--- config.mk ---
export PLATFORM = sky130hd
export DESIGN_NAME = writeback_unit
export DESIGN_NICKNAME = d
export VERILOG_FILES = /design/src/rtl/writeback_unit.sv
export SDC_FILE = /design/constraint.sdc
export NUM_CORES = 1
export LEC_CHECK = 0
export CAP_MARGIN = 40
export CORE_UTILIZATION = 25
export CTS_CLUSTER_SIZE = 25
export DETAILED_ROUTE_END_ITERATION = 12
export SLEW_MARGIN = 20
export SYNTH_ARGS = -nofsm -noshare
export SYNTH_HDL_FRONTEND = slang
export SYNTH_SLANG_ARGS = --single-unit
--- constraint.sdc ---
create_clock -name clk -period 3.15 [get_ports clk]
set_clock_uncertainty 0.2 [all_clocks]
set_input_delay 0.63 -clock clk [delete_from_list [all_inputs] [get_ports clk]]
set_output_delay 0.63 -clock clk [all_outputs]
set_load 0.01 [all_outputs]
--- src/rtl/writeback_unit.sv ---
// Writeback stage: selects ALU, PC+4 or extended load data and drives a single
// register-file write port, with a bounded wait for load data.
module writeback_unit #(
    parameter int unsigned TIMEOUT_CYCLES = 255
) (
    input  logic        clk,
    input  logic        reset,
    input  logic        wb_valid,
    output logic        wb_ready,
    input  logic [4:0]  rd,
    input  logic        reg_write_en,
    input  logic [1:0]  result_src,
    input  logic [2:0]  funct3,
    input  logic [31:0] alu_result,
    input  logic [31:0] pc_plus4,
    input  logic [31:0] mem_rdata,
    input  logic        mem_rvalid,
    output logic        regWrite,
    output logic [4:0]  rf_addr,
    output logic [31:0] rf_data,
    output logic        load_error,
    output logic [1:0]  dbg_state
);

    // Handshake: an instruction transfers on a rising edge with wb_valid && wb_ready;
    // wb_ready is high only in S_IDLE and upstream holds wb_valid until the transfer.
    typedef enum logic [1:0] {
        S_IDLE     = 2'd0,
        S_WAIT_MEM = 2'd1,
        S_WRITE    = 2'd2
    } state_e;

    localparam logic [2:0] F3_LB  = 3'b000;
    localparam logic [2:0] F3_LH  = 3'b001;
    localparam logic [2:0] F3_LW  = 3'b010;
    localparam logic [2:0] F3_LBU = 3'b100;
    localparam logic [2:0] F3_LHU = 3'b101;

    state_e      state_q, state_d;
    logic [4:0]  rd_q, rd_d;
    logic        we_q, we_d;
    logic [2:0]  funct3_q, funct3_d;
    logic [1:0]  off_q, off_d;
    logic [15:0] cnt_q, cnt_d;
    logic [4:0]  rf_addr_q, rf_addr_d;
    logic [31:0] rf_data_q, rf_data_d;
    logic        regwrite_q, regwrite_d;
    logic        load_error_q, load_error_d;

    logic        load_ok;
    logic        expire;
    logic [7:0]  byte_sel;
    logic [15:0] half_sel;
    logic [31:0] load_val;

    always_comb begin
        case (funct3)
            F3_LB, F3_LBU: load_ok = 1'b1;
            F3_LH, F3_LHU: load_ok = ~alu_result[0];
            F3_LW:         load_ok = (alu_result[1:0] == 2'b00);
            default:       load_ok = 1'b0;
        endcase
    end

    // The counter value after this cycle's increment is what reaches the limit.
    assign expire = (({1'b0, cnt_q} + 17'd1) == 17'(TIMEOUT_CYCLES));

    always_comb begin
        case (off_q)
            2'd0:    byte_sel = mem_rdata[7:0];
            2'd1:    byte_sel = mem_rdata[15:8];
            2'd2:    byte_sel = mem_rdata[23:16];
            default: byte_sel = mem_rdata[31:24];
        endcase
        half_sel = off_q[1] ? mem_rdata[31:16] : mem_rdata[15:0];
        case (funct3_q)
            F3_LB:   load_val = {{24{byte_sel[7]}}, byte_sel};
            F3_LBU:  load_val = {24'd0, byte_sel};
            F3_LH:   load_val = {{16{half_sel[15]}}, half_sel};
            F3_LHU:  load_val = {16'd0, half_sel};
            default: load_val = mem_rdata;
        endcase
    end

    always_comb begin
        state_d      = state_q;
        rd_d         = rd_q;
        we_d         = we_q;
        funct3_d     = funct3_q;
        off_d        = off_q;
        cnt_d        = cnt_q;
        rf_addr_d    = rf_addr_q;
        rf_data_d    = rf_data_q;
        regwrite_d   = 1'b0;
        load_error_d = 1'b0;
        case (state_q)
            S_IDLE: begin
                if (wb_valid) begin
                    rd_d     = rd;
                    we_d     = reg_write_en;
                    funct3_d = funct3;
                    off_d    = alu_result[1:0];
                    cnt_d    = 16'd0;
                    case (result_src)
                        2'b00, 2'b10: begin
                            state_d    = S_WRITE;
                            rf_addr_d  = rd;
                            rf_data_d  = (result_src == 2'b00) ? alu_result : pc_plus4;
                            regwrite_d = reg_write_en && (rd != 5'd0);
                        end
                        2'b01: begin
                            if (load_ok) state_d = S_WAIT_MEM;
                            else         load_error_d = 1'b1;
                        end
                        default: load_error_d = 1'b1;
                    endcase
                end
            end
            S_WAIT_MEM: begin
                // Data arriving on the expiry cycle still completes the load.
                if (mem_rvalid) begin
                    state_d    = S_WRITE;
                    rf_addr_d  = rd_q;
                    rf_data_d  = load_val;
                    regwrite_d = we_q && (rd_q != 5'd0);
                end else if (expire) begin
                    state_d      = S_IDLE;
                    cnt_d        = 16'd0;
                    load_error_d = 1'b1;
                end else begin
                    cnt_d = cnt_q + 16'd1;
                end
            end
            S_WRITE: state_d = S_IDLE;
            default: state_d = S_IDLE;
        endcase
    end

    always_ff @(posedge clk or posedge reset) begin
        if (reset) begin
            state_q      <= S_IDLE;
            rd_q         <= 5'd0;
            we_q         <= 1'b0;
            funct3_q     <= 3'd0;
            off_q        <= 2'd0;
            cnt_q        <= 16'd0;
            rf_addr_q    <= 5'd0;
            rf_data_q    <= 32'd0;
            regwrite_q   <= 1'b0;
            load_error_q <= 1'b0;
        end else begin
            state_q      <= state_d;
            rd_q         <= rd_d;
            we_q         <= we_d;
            funct3_q     <= funct3_d;
            off_q        <= off_d;
            cnt_q        <= cnt_d;
            rf_addr_q    <= rf_addr_d;
            rf_data_q    <= rf_data_d;
            regwrite_q   <= regwrite_d;
            load_error_q <= load_error_d;
        end
    end

    assign wb_ready   = (state_q == S_IDLE);
    assign regWrite   = regwrite_q;
    assign rf_addr    = rf_addr_q;
    assign rf_data    = rf_data_q;
    assign load_error = load_error_q;
    assign dbg_state  = state_q;

endmodule

==> flow_results.org, run 1 <==
** STA
- The routed design could run at a clock period as short as 2.61 ns.
- Least-Margin Pin Slew :: between 0.5 and 0.6 ns
- Final cycle utilization of the critical path :: between 80 and 90%
- Maximum clock rate :: 384 MHz
- Relative slew margins :: 61.3%
- Setup repair after global routing left no endpoint under its margin.
- Final setup vio count :: 0
- The max-slew violation total from the final report was 0.
- Tightest hold margin :: 0.278 ns
- Setup total negative slack on the finished layout was measured at 0 ns.
- Final number of hold-violating endpoints :: 0

** Die
- Initial Util :: 25.5%
- From left edge to right edge, the die measures 132 um.
- The floorplan has 47 rows.
- The die covers between 15,000 and 20,000 sq um.
- Die Ht :: roughly 130 um
- Pin placement for this block handled 153 I/O pins.
- Core Region :: 16,500 sq um

** Layout
- Multi-input gate area in the final layout :: 2310 sq um
- The repair_antennas step left the layout with diodes totalling 0.
- Post-layout instance area :: 6330 sq um
- Leaving out filler cells and counting taps, the final layout contains about 900.
- Filler instances :: 1,741
- End-of-flow core utilization :: 38.3%
- In the final layout, flip-flops and latches occupy approximately 1700 sq um.
- Leaving out fill and tap cells, the most frequent cells in the layout are 152 x nand2_1, 152 x clkdlybuf4s50_1, 68 x dfrtp_1.
- Fraction of final layout cells sized beyond drive strength 1 :: a little over 8%
- Fin nets :: between 700 and 800
- Syn-to-layout area delta :: 50.5%

** Run
- Max-cap violation count :: 0

** Yosys
- Post-synthesis cell count :: 533
- Yosys warns :: 0
- After synthesis the cells add up to 4210 sq um.
- Of the synthesized area, sequential elements account for 40.5%.
- Post-Synthesis Mean Instance Area :: about 7.9 sq um
- Library cells used by synthesis :: 51
- Flop and latch count out of synthesis :: a little under 70
- Cell taking the most area after synthesis :: dfrtp_1
- Net count after synthesis :: 646
- Of all flip-flops after synthesis, the portion carrying an async set or reset was 100%.
- Area contributors post-synth :: dfrtp_1 40%, nand2_1 14%, o21ai_0 7.6%, a32o_1 4.0%, a21oi_1 3.7%
- For this run, the leading register cell type out of synthesis is dfrtp_1.
- The synthesized design contains 0 enable-type register cells.
- The synthesized design devotes to its leading area cell type 40.5% of total area.

** CTS
- Buffers inserted to repair hold after CTS numbered 0.
- Cell chosen for the clock root :: clkbuf_16
- Post-CTS resize count :: 0
- Deepest level of the CTS H-tree :: 3
- After clock tree synthesis, the clock-pin slew on the worst setup and hold paths is 0.06 ns.
- Maximum clock insertion buffer count :: 2
- Sink Count :: 68
- Number of buffers inserted to repair setup after CTS :: 0
- Inserted Clock Buffers :: 9
- TritonCTS clock tree :: built
- Clock latency at the later pin of the worst-skew pair :: 0.33 ns

** Pwr
- Sw frac :: 28.6%
- In this run the power density over the cells is 464 nW/um^2.
- The internal power of the cells totals 2100 uW.
- The clock network burns 34.5% of the power.
- In this run the static leakage power is 0.00265 uW.
- Register share of total power :: 37.0%
- Maximum vdd ir drop :: between 200 and 300 uV
- Power share of the combinational group :: between 20 and 30%
- Net switching component of the power :: approximately 840 uW

** Critical path
- The critical path is of the reg2reg type.
- Startpoint Class :: flop
- Req. time, crit path :: approximately 3.2 ns
- Along the worst path, the maximum fanout reaches 8.
- Data arrival time of the worst path :: roughly 2.6 ns
- Cell count of the worst reg-to-reg path :: 8
- STA classifies the critical path endpoint as a flop.

** Route
- For this run, design rule violations remaining after detail routing come to 0.
- Routed wire length :: 14,600 um
- WL/cell :: between 15 and 20 um
- Drt first pass iters :: 4
- The count of nets left with antenna violations once routing finished came out at 0.
- After the first detailed-routing iteration, the DRC count stood at 273.
- Using the TritonRoute via totals, the vias-per-cell ratio works out to roughly 4.8.
- Via count :: 4,299

** Placed design
- Global placement routability congestion :: just over 0.8
- Placed standard-cell area :: approximately 6000 sq um
- Number of placed cells counting well taps :: 884
- Total of buffers placed on input and output ports :: around 150
- Post-detailed-placement half-perimeter wirelength :: between 10,000 and 15,000 um

** Outcome
- Status :: finished, final reports clean

** Global routing
- Vias in the first global route :: between 4,000 and 5,000
- The initial antenna violation count was 0.
- GR Util All Layers :: between 10% and 20%
- The first global-routing pass estimated 23,100 um of wire.
- Entering global routing, the biggest net connects 69 pins.
- Summed over all layers, the global routing overflow is 0.

** Worst hold path
- Number of instances on the worst hold path :: 2
- Worst hold path class :: reg2reg
## cell usage after synthesis (all sizes together) (3+ instances only)
library cell	count
nand2b	4
nor3b	4
a32o	17
nand3	9
nor4	3
a21oi	31
a221oi	6
inv	14
mux2i	9
or2	4
o21ai	67
dfrtp	68
nand4	5
nor2	28
nand2	152
a22oi	7
a21o	5
clkbuf	32
buf	7
a211o	3
mux2	13
and4	3
o41ai	4
nor3	4
## kinds of logic after synthesis
family	count (synthesis)	share of synthesized area (%)
simple gates	228	23.5
mux	22	5.62
xor+xnor	2	0.416
fa+ha+maj	2	0.595
flops	68	40.5
compound gates	158	24.4
buf+inv	53	4.97
## area by class of cell
type	count	share of cell area, %
tap	220	4.35
inverter	14	0.830
clock inverter	2	0.553
multi-input combinational	412	36.5
sequential	68	26.9
timing repair buffer	170	26.8
clock buffer	12	4.05
## power by group through the flow
stage               clock network (uW)  registers (uW)  logic, uW
floorplan                            0            1130        317
global placement                     0            1100        833
detailed placement                   0            1100        841
CTS                               1040            1090        844
global route                      1070            1110        915
finish                            1010            1090        837
## per-stage QoR
stage	setup WS, ns	power, uW
2_1_floorplan	0.608	1440
3_3_place_gp	0.406	1930
3_5_place_dp	0.388	1940
4_1_cts	0.543	2980
5_1_grt	0.345	3100
6_report	0.543	2940
## state kept, by name (all words and copies together) (netlist names)
register and cells:
regWrite 1, rd_q 5, cnt_q 16, dbg_state 2, load_error 1, rf_addr 5
funct3_q 3, off_q 2, rf_data 32, we_q 1
## critical path: stages (launching register included)
cell and delay (ns):
dfrtp_1 0.44, ha_1 0.26, and4_1 0.27, or2_2 0.30, a21boi_0 0.17, o211ai_1 0.18, o21ai_4 0.31, nor3b_1 0.09
a211o_1 0.27
## final timing paths
kind	start	end	slack, ns
worst max-delay path	cnt_q[0]$_DFFE_PP0P_	cnt_q[7]$_DFFE_PP0P_	0.54
worst min-delay path	rf_data[14]$_DFFE_PP0P_	rf_data[14]$_DFFE_PP0P_	0.28
worst max register to register	cnt_q[0]$_DFFE_PP0P_	cnt_q[7]$_DFFE_PP0P_	0.54
worst min register to register	rf_data[14]$_DFFE_PP0P_	rf_data[14]$_DFFE_PP0P_	0.28
max in group asynchronous	reset	rf_data[26]$_DFFE_PP0P_	1.94
min in group asynchronous	reset	rf_data[2]$_DFFE_PP0P_	0.51
## metal layers
layer / wire length [um] / GRT usage (%) / vias to the layer above
met3: 733 / 3.55 / 17
met4: 318 / 6.65 / 0
met1: 6740 / 22.7 / 2012
met2: 6760 / 27.2 / 103
met5: 0 / 0 / -
li1: - / - / 2167
Note: power is estimated with default switching activity, not from simulation.
==> run 2, diff against run 1 <==
==> constraint.sdc (replaced) <==
create_clock -name clk -period 2.5 [get_ports clk]
set_clock_uncertainty 0.2 [all_clocks]
set_input_delay 0.5 -clock clk [delete_from_list [all_inputs] [get_ports clk]]
set_output_delay 0.5 -clock clk [all_outputs]
set_load 0.01 [all_outputs]
==> run 2 against run 1 <==
Against the previous run: maximum frequency is 11% higher; sequential share of layout area down 0.70 points; flip-flop and latch count unchanged; design area increased by 2.8%; via count rose by 2.7%; non-clock buffer count rose by 17; die area did not move; total power up 30%; utilization increased by 1.1 points; global-route usage grew 0.55 points; worst hold slack got worse by 0.0023 ns; largest cell class unchanged; largest power group is now the clock network; highest routed layer unchanged.
==> flow_results.org, run 2 (same netlist as run 1, synthesis figures left out) <==
** Global routing
- The global-route usage over all layers is 17.7% (+0.55 points).
- The overall overflow remaining after global route is 0 (unchanged).
- First-pass GRT wire length :: 23,800 um (+3.1%)
- The initial antenna violation count came to 0 (unchanged).
- The maximum number of pins on one net before global-route repair was 44 (-36%).
- The number of global-route vias before repair is 4,291 (+2.7%).

** CTS
- Inserted Clock Buffers :: 9 (unchanged)
- Clock-pin slew on the worst setup and hold paths :: 0.06 ns (about the same)
- The maximum buffer depth of the clock tree came to 2 (unchanged).
- TritonCTS built the clock tree.
- The tree is rooted in a clkbuf_16.
- Deepest level of the CTS H-tree :: 3 (unchanged)
- The clock sink count came to 68 (unchanged).
- The clock insertion delay at the later pin of the skew report came to 0.34 ns (about the same).

** Die
- The core region area is 16,500 sq um (unchanged).
- The initial core utilization came to 25.5% (unchanged).
- The width of the chip was 132 um (unchanged).
- The total I/O pin count was 153 (unchanged).
- Overall die area :: 17,300 sq um (unchanged)
- Die Ht :: 132 um (unchanged)
- The count of standard-cell rows came to 47 (unchanged).

** Critical path
- Traced cell by cell, the critical path runs through ha_1, and4_1, or2_2, a21boi_0, o211ai_1, o21ai_4, nor3b_1, a211o_1.
- Req. time, crit path :: 2.52 ns (-0.64 ns)
- The worst setup path is captured at a flop.
- Worst Setup Path Type :: reg2reg
- STA classifies the critical path startpoint as a flop.
- The instance count on the critical path came to 8 (unchanged).
- The cell family contributing the most delay on the critical path is compound AO/OA/AOI/OAI gates.
- The slowest stage of the critical path is the dfrtp_1 cell.
- Number of buffer and inverter stages on the critical path :: 0 (unchanged)
- The depth of the most critical reg-to-reg path is 8 (unchanged).
- CP Max Fanout :: 6 (-2)
- Biggest cell delay along the critical path :: 0.38 ns (-0.06 ns)
- The critical path arrival is 2.38 ns (-0.24 ns).

** Pwr
- The maximum ir drop on the vdd rail came to 343 uV (+23%).
- The final total power was 3820 uW (+30%).
- Power density over cell area :: 587 nW/um^2 (+26%)
- Leak :: 0.00274 uW (+3.7%)

** Route
- The average wire length per cell after detail routing came to 16.4 um (+0.99%).
- Routed wire length :: 15,000 um (+3.1%)
- The detailed-route via count was 4,416 (+2.7%).
- The DRC violation total after the first TritonRoute iteration was 267 (-2.2%).
- Post-route DRC violation count :: 0 (unchanged)
- Post-detailed-route via-to-cell ratio :: 4.82 (+0.59%)
- Drt first pass iters :: 5 (+1)
- DRT antenna net count :: 0 (unchanged)

** Layout
- Filler instances :: 1,678 (-3.6%)
- Count of antenna diodes in the layout :: 0 (unchanged)
- The flip-flop count of the largest register after layout came to 32 (unchanged).
- The top cell types in the final layout, fill and taps aside, are 152 x clkdlybuf4s50_1, 151 x nand2_1, 67 x dfrtp_1.
- Number of cells in the finished layout apart from fillers :: 917 (+2.1%)
- Fin nets :: 805 (+2.2%)
- Post-layout instance area :: 6510 sq um (+2.8%)
- The library cell used most frequently in the layout, excluding fill and tap cells, is clkdlybuf4s50_1.
- Fraction of final layout cells sized beyond drive strength 1 :: 11.5% (+3.2 points)
- Syn-to-layout area delta :: 54.7%

** STA
- Maximum clock rate :: 424 MHz (+11%)
- Number of pins exceeding their max-slew limit in the final report :: 0 (unchanged)
- Final setup vio count :: 0 (unchanged)
- Final cycle utilization of the critical path :: 94.3% (+12 points)
- The number of hold-slack violations in the final timing report came to 0 (unchanged).
- Time the worst path needs with I/O delays and setup :: 2.36 ns (-0.250 ns)
- Least-Margin Pin Slew :: 0.702 ns (+0.124 ns)
- Relative slew margins :: 53.2% (-8.1 points)
- Setup repair after global routing left no endpoint under its margin.

** Worst hold path
- The number of cells on the worst hold path was 2 (unchanged).
- The tightest min-delay check is of the reg2reg type.

** Run
- Max-cap violation count :: 0 (unchanged)

** Placed design
- Post-detailed-placement half-perimeter wirelength :: 11,100 um (+2.5%)
- Number of placed cells counting well taps :: 900 (+1.8%)
- Total of buffers placed on input and output ports :: 152 (unchanged)
- Placed standard-cell area :: 6160 sq um (+2.0%)
- The weighted congestion at the end of routability-driven global placement was 0.831 (+3.1%).

** Outcome
- Status :: finished, final reports clean
run 2: cell type report:
type	instances	area (sq um)	area share (%)
flip-flops and latches	68	1700	26.2
inverters	14	52.6	0.808
clock buffers	13	280	4.31
clock inverters	3	42.5	0.654
multi-input cells	412	2330	35.8
well taps	220	275	4.23
repair buffers	187	1830	28.1
run 2: repair_timing:
item | 4_1_cts | 5_1_grt
hold buffers | 0 | 0
buffers inserted | 0 | 1
resized for setup | 0 | 5
endpoints found under the setup margin | 0 | 7
run 2: worst paths after layout:
check | from | endpoint | slack, ns
max reg2reg | cnt_q[0]$_DFFE_PP0P_ | cnt_q[7]$_DFFE_PP0P_ | 0.14
max in group asynchronous | reset | cnt_q[2]$_DFFE_PP0P_ | 1.25
min | rf_data[14]$_DFFE_PP0P_ | rf_data[14]$_DFFE_PP0P_ | 0.28
min reg2reg | rf_data[14]$_DFFE_PP0P_ | rf_data[14]$_DFFE_PP0P_ | 0.28
min in group asynchronous | reset | rf_data[2]$_DFFE_PP0P_ | 0.32
max | cnt_q[0]$_DFFE_PP0P_ | cnt_q[7]$_DFFE_PP0P_ | 0.14
run 2: tightest hold or removal path: stages (launching register included):
cell,delay [ns]
dfrtp_1,0.34
nand2_1,0.04
o21ai_0,0.06
run 2: layer usage:
metal	up-vias	track usage (%)	routed length (um)
met1	2080	23.8	7010
met2	125	27.7	6910
met4	0	4.78	272
li1	2196	-	-
met3	15	4.86	814
met5	-	0	0
run 2: stage by stage:
stage / worst slack [ns] / hold WS (ns) / TNS [ns] / utilization, %
2_1_floorplan: 0.0885 / 0.280 / 0 / -
4_1_cts: 0.0570 / 0.286 / 0 / 39.2
5_1_grt: 0.00169 / 0.304 / 0 / 39.4
3_5_place_dp: -0.118 / 0.271 / -1.75 / 37.3
3_3_place_gp: -0.0535 / 0.260 / -0.505 / 37.2
6_report: 0.143 / 0.276 / 0 / 39.4
run 2: power breakdown:
| part | leakage (uW) | total, uW | switching (uW) | internal [uW] |
|---|---|---|---|---|
| registers | 0.000868 | 1350 | 94.4 | 1260 |
| clock network | 0.000158 | 1380 | 498 | 880 |
| logic | 0.00172 | 1090 | 505 | 582 |
